File: config.mk
export PLATFORM = sky130hd
export DESIGN_NAME = if_id_stage
export DESIGN_NICKNAME = d
export VERILOG_FILES = /design/src/rtl/if_id_stage.sv
export SDC_FILE = /design/constraint.sdc
export NUM_CORES = 1
export LEC_CHECK = 0
export ABC_AREA = 0
export CAP_MARGIN = 30
export CORE_UTILIZATION = 46
export CTS_CLUSTER_DIAMETER = 60
export CTS_CLUSTER_SIZE = 40
export DETAILED_ROUTE_END_ITERATION = 7
export GPL_ROUTABILITY_DRIVEN = 1
export PLACE_DENSITY = 0.8
export RECOVER_POWER = 100
export SYNTH_ARGS = -nofsm -noshare
export SYNTH_HDL_FRONTEND = slang
export SYNTH_SLANG_ARGS = --single-unit
File: constraint.sdc
create_clock -name clk_i -period 4.9 [get_ports clk_i]
set_input_delay 0.49 -clock clk_i [delete_from_list [all_inputs] [get_ports clk_i]]
set_output_delay 0.49 -clock clk_i [all_outputs]
set_load 0.005 [all_outputs]
File: src/rtl/if_id_stage.sv
// Fetch front end: PC register, IF/ID register, load-use stall and branch flush control.
// Latency: fetched instruction reaches IF/ID one edge later. Backpressure: a load-use hazard freezes PC and IF/ID.
module if_id_stage #(
    parameter logic [31:0] PC_RESET  = 32'h0000_0000,
    parameter logic [31:0] NOP_INSTR = 32'h0000_0013,
    parameter int          CNT_W     = 16
) (
    input  logic             clk_i,
    input  logic             rst_i,
    input  logic             start_i,
    input  logic [31:0]      instr_i,
    input  logic             IDEX_MemRead_i,
    input  logic [4:0]       IDEX_RDaddr_i,
    input  logic             branch_taken_i,
    input  logic [31:0]      branch_target_i,
    output logic [31:0]      pc_o,
    output logic [31:0]      IFID_pc_o,
    output logic [31:0]      IFID_instr_o,
    output logic             stall_o,
    output logic             noop_o,
    output logic             flush_o,
    output logic [CNT_W-1:0] stall_cnt_o,
    output logic [CNT_W-1:0] flush_cnt_o
);

    typedef struct packed {
        logic [31:0] pc;
        logic [31:0] instr;
    } ifid_t;

    ifid_t             ifid_q;
    logic [31:0]       pc_q;
    logic [CNT_W-1:0]  stall_cnt_q;
    logic [CNT_W-1:0]  flush_cnt_q;
    logic [4:0]        rs1;
    logic [4:0]        rs2;
    logic              hazard;
    logic              flush;

    assign rs1 = ifid_q.instr[19:15];
    assign rs2 = ifid_q.instr[24:20];

    // Writes to x0 never create a dependency, so rd == 0 cannot stall.
    assign hazard = IDEX_MemRead_i && (IDEX_RDaddr_i != 5'd0) &&
                    ((IDEX_RDaddr_i == rs1) || (IDEX_RDaddr_i == rs2));

    // A stalled branch resolves on stale operands, so the stall wins.
    assign flush = branch_taken_i && !hazard;

    always_ff @(posedge clk_i or posedge rst_i) begin
        if (rst_i) begin
            pc_q         <= PC_RESET;
            ifid_q.pc    <= 32'd0;
            ifid_q.instr <= NOP_INSTR;
            stall_cnt_q  <= '0;
            flush_cnt_q  <= '0;
        end else if (start_i) begin
            if (hazard) begin
                if (stall_cnt_q != {CNT_W{1'b1}})
                    stall_cnt_q <= stall_cnt_q + CNT_W'(1);
            end else if (flush) begin
                pc_q         <= branch_target_i;
                ifid_q.pc    <= pc_q;
                ifid_q.instr <= NOP_INSTR;
                if (flush_cnt_q != {CNT_W{1'b1}})
                    flush_cnt_q <= flush_cnt_q + CNT_W'(1);
            end else begin
                pc_q         <= pc_q + 32'd4;
                ifid_q.pc    <= pc_q;
                ifid_q.instr <= instr_i;
            end
        end
    end

    assign pc_o         = pc_q;
    assign IFID_pc_o    = ifid_q.pc;
    assign IFID_instr_o = ifid_q.instr;
    assign stall_o      = hazard;
    assign noop_o       = hazard;
    assign flush_o      = flush;
    assign stall_cnt_o  = stall_cnt_q;
    assign flush_cnt_o  = flush_cnt_q;

endmodule

==> key figures <==
Run
  • Max Cap Viol: 3

STA
  • Final setup vio count: 0
  • Skew final: 0.0246 ns
  • Final Hold Violating Endpoints: 0
  • TNS Setup: 0 ns
  • Final period utilization: 0.759
  • Slew Limit Fails: 117
  • Final hold slack: 0.455 ns
  • Minimum clock period: 3.72 ns
  • Slew of the pin with the lowest slew margin: 2.75 ns
  • RSZ-0062 raised after global routing: no
  • Fmax achieved: 269 MHz
  • Relative slew slack: -0.831

CTS
  • Clk Latency, worst-skew pair: 0.43 ns
  • CTS tree: yes
  • # clock sinks: 128
  • Cts hold-fix bufs: 0
  • # resized after CTS: 0
  • Total CTS buffers: 17
  • Worst-path clk slew: 0.06 ns
  • Clk root buf: clkbuf_16
  • Postcts setup bufs: 0
  • Clk buf depth: 2
  • H-tree depth: 4

Place
  • # port buffers: 204
  • Dpl hpwl: 12,500 microns
  • Placer Congestion: 0.806

Setup path
  • Critical Path Start Type: input port
  • Crit. Startpoint: IDEX_RDaddr_i[0]
  • Delay-heaviest family, CP: buffers and inverters
  • Crit end category: flip-flop
  • Worst Path Class, Setup: in2reg
  • Critical path arrival: 3.94 ns
  • Crit path cell chain: dlygate4sd3_1, xnor2_1, nand3_1, o22a_1, o21ai_4, clkbuf_1, o21ai_0
  • Crit path buf inv count: 2
  • Reg2reg start: IFID_instr_o[19]
  • CP peak stage delay: 1.29 ns
  • Critical path fanouts, max: 52
  • Crit-path slowest cell: clkbuf_1
  • CP Data Required Time: 5.12 ns

GRT
  • Routing usage on met2: 0.432
  • Overflow after GRT: 0
  • Vias in the first global route: 5,895
  • Global-route wire length before repair: 29,300 microns
  • GRT Total Usage: 0.265
  • Busiest layer in global routing: met2
  • Met1 GRT Util: 0.323
  • Largest net degree at the start of global routing: 78
  • Met3 Use GR: 0.0705
  • Initial antenna violation count: 0

Floorplan
  • Num ports: 205
  • Chip width: 118 microns
  • Core ar.: 13,200 sq um
  • Core Rows: 42
  • DIE HEIGHT: 118 microns
  • Initial Util: 0.470
  • Die ar.: 14,000 sq um

Drt
  • DR DRC count: 4
  • DR vias/cell: 5.53
  • 1st-pass router iterations: 8
  • Detailed Route WL: 17,900 microns
  • Initial detailed-routing violation count: 475
  • Per-cell routed wire length: 17.0 microns
  • Via count: 5,798
  • Remaining antenna violation count: 0

Power and ir drop
  • Pwr/cell area: 381 nW/um^2
  • Static Leakage: 4.05 nW
  • Worst vdd ir: 0.000231 V

Finish
  • Share of cells above drive strength 1: 0.0676
  • Layout area overhead: 43.1%
  • Multi-input gate area: 2700 sq um
  • Fin nets: 937
  • Antenna cells: 0
  • Filler Cells Inserted: 1,057
  • FF/Latch Area: 3210 sq um

Hold path
  • HP Class: reg2reg
  • Hold Startpoint: IFID_instr_o[0]

Synth
  • Synth Net Count: 743
  • Post-synth ARST share: 1.00
  • Dominant synthesized flop cell: dfrtp_1
  • Syn_area_per_cell: 9.35 sq um
  • Cells after synthesis: 666
  • Sequential-to-total area share from yosys stat: 0.515
  • Ys Warns: 0
  • Yosys reg bits: 128
  • Synth cell types: 60
  • EDFF count, synth: 0
  • Cell Area, Synth: 6220 sq um

Status
  • Run status: finished with violations
  • Failing checks: design-rule violations, max-capacitance violations, max-slew violations
==> final cells by class <==
cell class / instances / share of cell area
tap: 176 / 0.0247
clock inverter: 10 / 0.0177
sequential: 128 / 0.360
multi-input combinational: 493 / 0.304
clock buffer: 22 / 0.0533
timing repair buffer: 212 / 0.236
inverter: 8 / 0.00407
==> where the power goes <==
| group | switching, W | internal (W) | total, W |
|---|---|---|---|
| sequential | 0.000171 | 0.00121 | 0.00138 |
| clock | 0.000458 | 0.000888 | 0.00135 |
| combinational | 0.000294 | 0.000368 | 0.000662 |
| total | 0.000923 | 0.00247 | 0.00339 |
==> kinds of logic after synthesis <==
| kind of cell | share of synthesized area |
|---|---|
| and+or+nand+nor | 0.237 |
| AOI/OAI and AO/OA | 0.134 |
| DFF | 0.515 |
| buffers and inverters | 0.0376 |
| xor gates and xnor gates | 0.0549 |
| muxes | 0.0155 |
| adders and majority gates | 0.00603 |
==> metal layers <==
layer | up-vias | wire length (microns)
met5 | - | 0
met4 | 0 | 614
met3 | 39 | 1270
met2 | 264 | 8760
met1 | 2789 | 7210
li1 | 2706 | -
==> cell usage in the layout (no fill, tap or decap), types with 5 or more instances in the layout <==
| cell | n |
|---|---|
| a21oi_1 | 21 |
| a22oi_1 | 5 |
| a31oi_1 | 7 |
| and3_1 | 17 |
| clkbuf_1 | 5 |
| clkbuf_16 | 17 |
| clkdlybuf4s50_1 | 68 |
| dfrtp_1 | 125 |
| dlygate4sd3_1 | 135 |
| inv_1 | 5 |
| mux2_2 | 5 |
| nand2_1 | 191 |
| nand3_1 | 33 |
| nand4_1 | 11 |
| nor2_1 | 28 |
| nor3_1 | 11 |
| nor4_1 | 5 |
| o21ai_0 | 56 |
| o22ai_1 | 7 |
| xnor2_1 | 28 |
| xor2_1 | 11 |
==> through the flow <==
stage | power (W) | setup slack, ns | instances | utilization | instance area (sq um)
2_1_floorplan | 0.00166 | 1.00 | 666 | - | 6220
5_1_grt | 0.00355 | 0.792 | 1049 | 0.672 | 8900
4_1_cts | 0.00347 | 1.48 | 1048 | 0.679 | 8990
3_3_place_gp | 0.00210 | 1.56 | 1016 | 0.631 | 8360
3_5_place_dp | 0.00213 | 1.50 | 1016 | 0.631 | 8360
6_report | 0.00339 | 1.18 | 1049 | 0.672 | 8900
==> synthesized netlist by cell type, drive strengths merged (5+ instances only) <==
cell | n | area, sq um
mux2 | 5 | 56.3
xor2 | 11 | 96.3
nor2 | 28 | 105
nand2 | 191 | 724
and3 | 17 | 106
nand3 | 33 | 165
a22oi | 5 | 37.5
o21ai | 60 | 323
inv | 8 | 35.0
o22ai | 7 | 43.8
nand4 | 11 | 68.8
xnor2 | 28 | 245
clkbuf | 18 | 67.6
nor4 | 8 | 123
a21oi | 21 | 113
a2bb2oi | 5 | 50.0
nor3 | 11 | 66.3
dfrtp | 125 | 3130
buf | 19 | 131
a31oi | 7 | 43.8
==> state kept, by name (all words and copies together) (netlist names) <==
name,cells
IFID_instr_o,32
IFID_pc_o,32
pc_o,32
flush_cnt_o,16
stall_cnt_o,16
==> worst reg2reg max path: stages (launching register included) <==
cell      delay [ns]
dfrtp_1         0.41
xnor2_1         0.19
nand3_1         0.12
o22a_1          0.30
o21ai_4         0.57
clkbuf_1        1.29
o21ai_0         0.33
==> path summary, 6_finish.rpt <==
kind                                     to  slack (ns)  depth (start not counted)
setup / recovery           IFID_instr_o[24]        1.18                          7
hold / removal              IFID_instr_o[0]        0.46                          2
setup reg to reg           IFID_instr_o[24]        1.48                          6
hold reg to reg             IFID_instr_o[0]        0.46                          2
max in group asynchronous    flush_cnt_o[2]        1.73                          3
min in group asynchronous  IFID_instr_o[24]        0.62                          3
(Power assumes the default switching activity.)
==> edit, RTL diff (config.mk and constraints unchanged) <==
Make the reset (`rst_i`) synchronous in one clocked block.
--- a/src/rtl/if_id_stage.sv
+++ b/src/rtl/if_id_stage.sv
@@ -49,3 +49,3 @@
 
-    always_ff @(posedge clk_i or posedge rst_i) begin
+    always_ff @(posedge clk_i) begin
         if (rst_i) begin
Formal check against the unedited RTL: differs if rst_i is asserted again (counterexample within 4 cycles, from zero or initial values and one cycle with rst_i high); with rst_i held inactive, the same outputs for 4 cycles.
==> edit against the original RTL <==
Setup slack improved by 350 ps; synthesized area fell by 3.9%; count of clock-buffer cells in the layout rose by 4; critical path depth rose by 1; sequential cell count did not move; wire length fell by 1.7%; design area fell by 3.2%; utilization rose by 0.75 points; worst hold slack got worse by 8.2 ps; critical endpoint is now IFID_instr_o[21]; highest routed layer unchanged.
Power is not compared: it rests on default switching activity, and its combinational part moved more than twofold at a synthesized area within 25%.
==> edit: results (changes against the original RTL) <==
[layout]
stdcell_count = 1135  ; +8.2%
clock_area_frac = 0.0678  ; -0.00314
buffer_area_frac = 0.243  ; +0.00634
num-fill-cells = 1073  ; +1.5%
clock_buffers = 26  ; +18%
multi_input_gates = 578  ; +17%
layout-drive-gt1-share = 0.0478  ; -0.0198
multi_input_area_share = 0.361  ; +0.0577
fin_nets = 1027  ; +9.6%
num-nonclk-inverters = 13  ; +5
seq_share = 0.297  ; -0.0627
nNonClkBuffers = 212  ; unchanged

[synthesis]
yosys-top-cells-area = dfxtp_1 (43%), nand2_1 (9.7%), a21oi_1 (8.4%), nand3_1 (4.9%), nor2_1 (3.0%)
yosys-top-cells-count = nand2_1 (154), dfxtp_1 (128), a21oi_1 (100)
synth_compound_area_frac = 0.193  ; +0.0596
muxShareOfSynthArea = 0.0264  ; +0.0109
synth_nets = 852  ; +15%
async_reset_ff_frac = 0  ; -1.00
synth_xor_area_frac = 0.0293  ; -0.0256
synth-seq-area-share = 0.428  ; -0.0867
ys_ff_latch = 128  ; unchanged
synth.avg_cell_area_um2 = 7.72  ; -17%
synthDistinctLibCells = 62  ; +3.3%
synthAdderAreaFrac = 0.00628  ; +0.000246
synth-main-ff-cell = dfxtp_1

[global_routing]
grt_pass1_vias = 5581  ; -5.3%
grt.total_usage = 0.262  ; -0.00303
grt_pass1_wl_mm = 27.8  ; -5.3%
grt_max_degree = 101  ; +29%

[cts]
root_buffer = clkbuf_16
worstSkewPairLatency_ps = 420
cts_resized = 0  ; unchanged
cts_setup_buffers = 0  ; unchanged
cts.clk_slew.worst_paths_ps = 50
cts_buffer_depth = 2  ; unchanged

[place]
io_buffers = 204  ; unchanged
hpwl_mm = 11.8  ; -5.8%
place.gp.congestion = 0.854  ; +5.9%

[timing]
worst_pin_slew_ps = 993  ; -1750 ps
clock-skew-final_ps = 10.2  ; -14.4 ps

[power]
vdd_ir_drop_max_mv = 0.218
netSwitchingPower_uw = 612

[outcome]
status = finished clean

[setup_path]
ff2ff_setup_slack_ps = 1880  ; +400 ps
rr_endpoint = IFID_instr_o[21]
reg2regPathDepth = 7  ; +1
cp_max_fo = 37  ; -29%
r2r-start = IFID_instr_o[17]
cp_data_arrival_time_ps = 3700  ; -240 ps

[routing]
dr_total_vias = 6282  ; +8.3%
drt_pass1_iterations = 5  ; -3
wire_per_inst_um = 15.5  ; -9.1%
first_iter_violations = 491  ; +3.4%

[worst_hold_path]
holdPathEnd = IFID_instr_o[14]
hp-start = IFID_instr_o[14]

[flow_run]
maxCapViolCount = 0  ; -3

## edit: changes by cell type after synthesis, moves of 15 or more
cell	delta
dfrtp_1	-125
o21ai_0	-22
nor2_1	+20
clkbuf_1	+15
dfxtp_1	+128
nand3_1	+26
a21oi_1	+81
nand2_1	-36
## edit: metrics by stage
step | worst slack, ps | power (uW) | instance area [um^2] | hold WS, ps
after floorplan | 2760 | 1280 | 5980 | 448
after global placement | 1660 | 1440 | 8080 | 437
after detailed placement | 1550 | 1450 | 8080 | 443
after CTS | 1650 | 2700 | 8660 | 450
after global routing | 1240 | 2760 | 8620 | 462
final | 1530 | 2660 | 8620 | 447
## edit: worst max-delay path by stage
stage                                start               end  slack, ps  cells past startpoint
after CTS                 IDEX_RDaddr_i[2]           flush_o       1650                      6
after global routing      IDEX_RDaddr_i[2]   IFID_instr_o[9]       1240                      8
after floorplan           IDEX_RDaddr_i[1]   flush_cnt_o[14]       2760                      6
final                     IDEX_RDaddr_i[2]  IFID_instr_o[21]       1530                      8
after global placement    IDEX_RDaddr_i[0]   IFID_instr_o[8]       1660                      8
after detailed placement  IDEX_RDaddr_i[0]  IFID_instr_o[21]       1550                      8
## edit: layer usage
metal	global-route usage	share of wire	vias up
li1	-	-	3110
met1	0.344	0.44	2910
met2	0.433	0.48	241
met3	0.0502	0.068	21
met4	0.0855	0.014	0
met5	0	0	-
## edit: critical path, stage by stage
cell           delay [ps]
dlygate4sd3_1         610
xnor2_1               220
nand3_1               120
o22a_1                380
o21ai_4               850
clkbuf_1              700
nand2_1               140
a21oi_1               180
## edit: logic make-up (layout without fill, tap and decap cells)
logic type                 after synthesis  in the layout
xor gates and xnor gates                20             20
AOI/OAI and AO/OA                      195            195
and+or+nand+nor                        345            345
adders and majority gates                3              3
muxes                                   15             15
DFF                                    128            128
buffers and inverters                   69            257
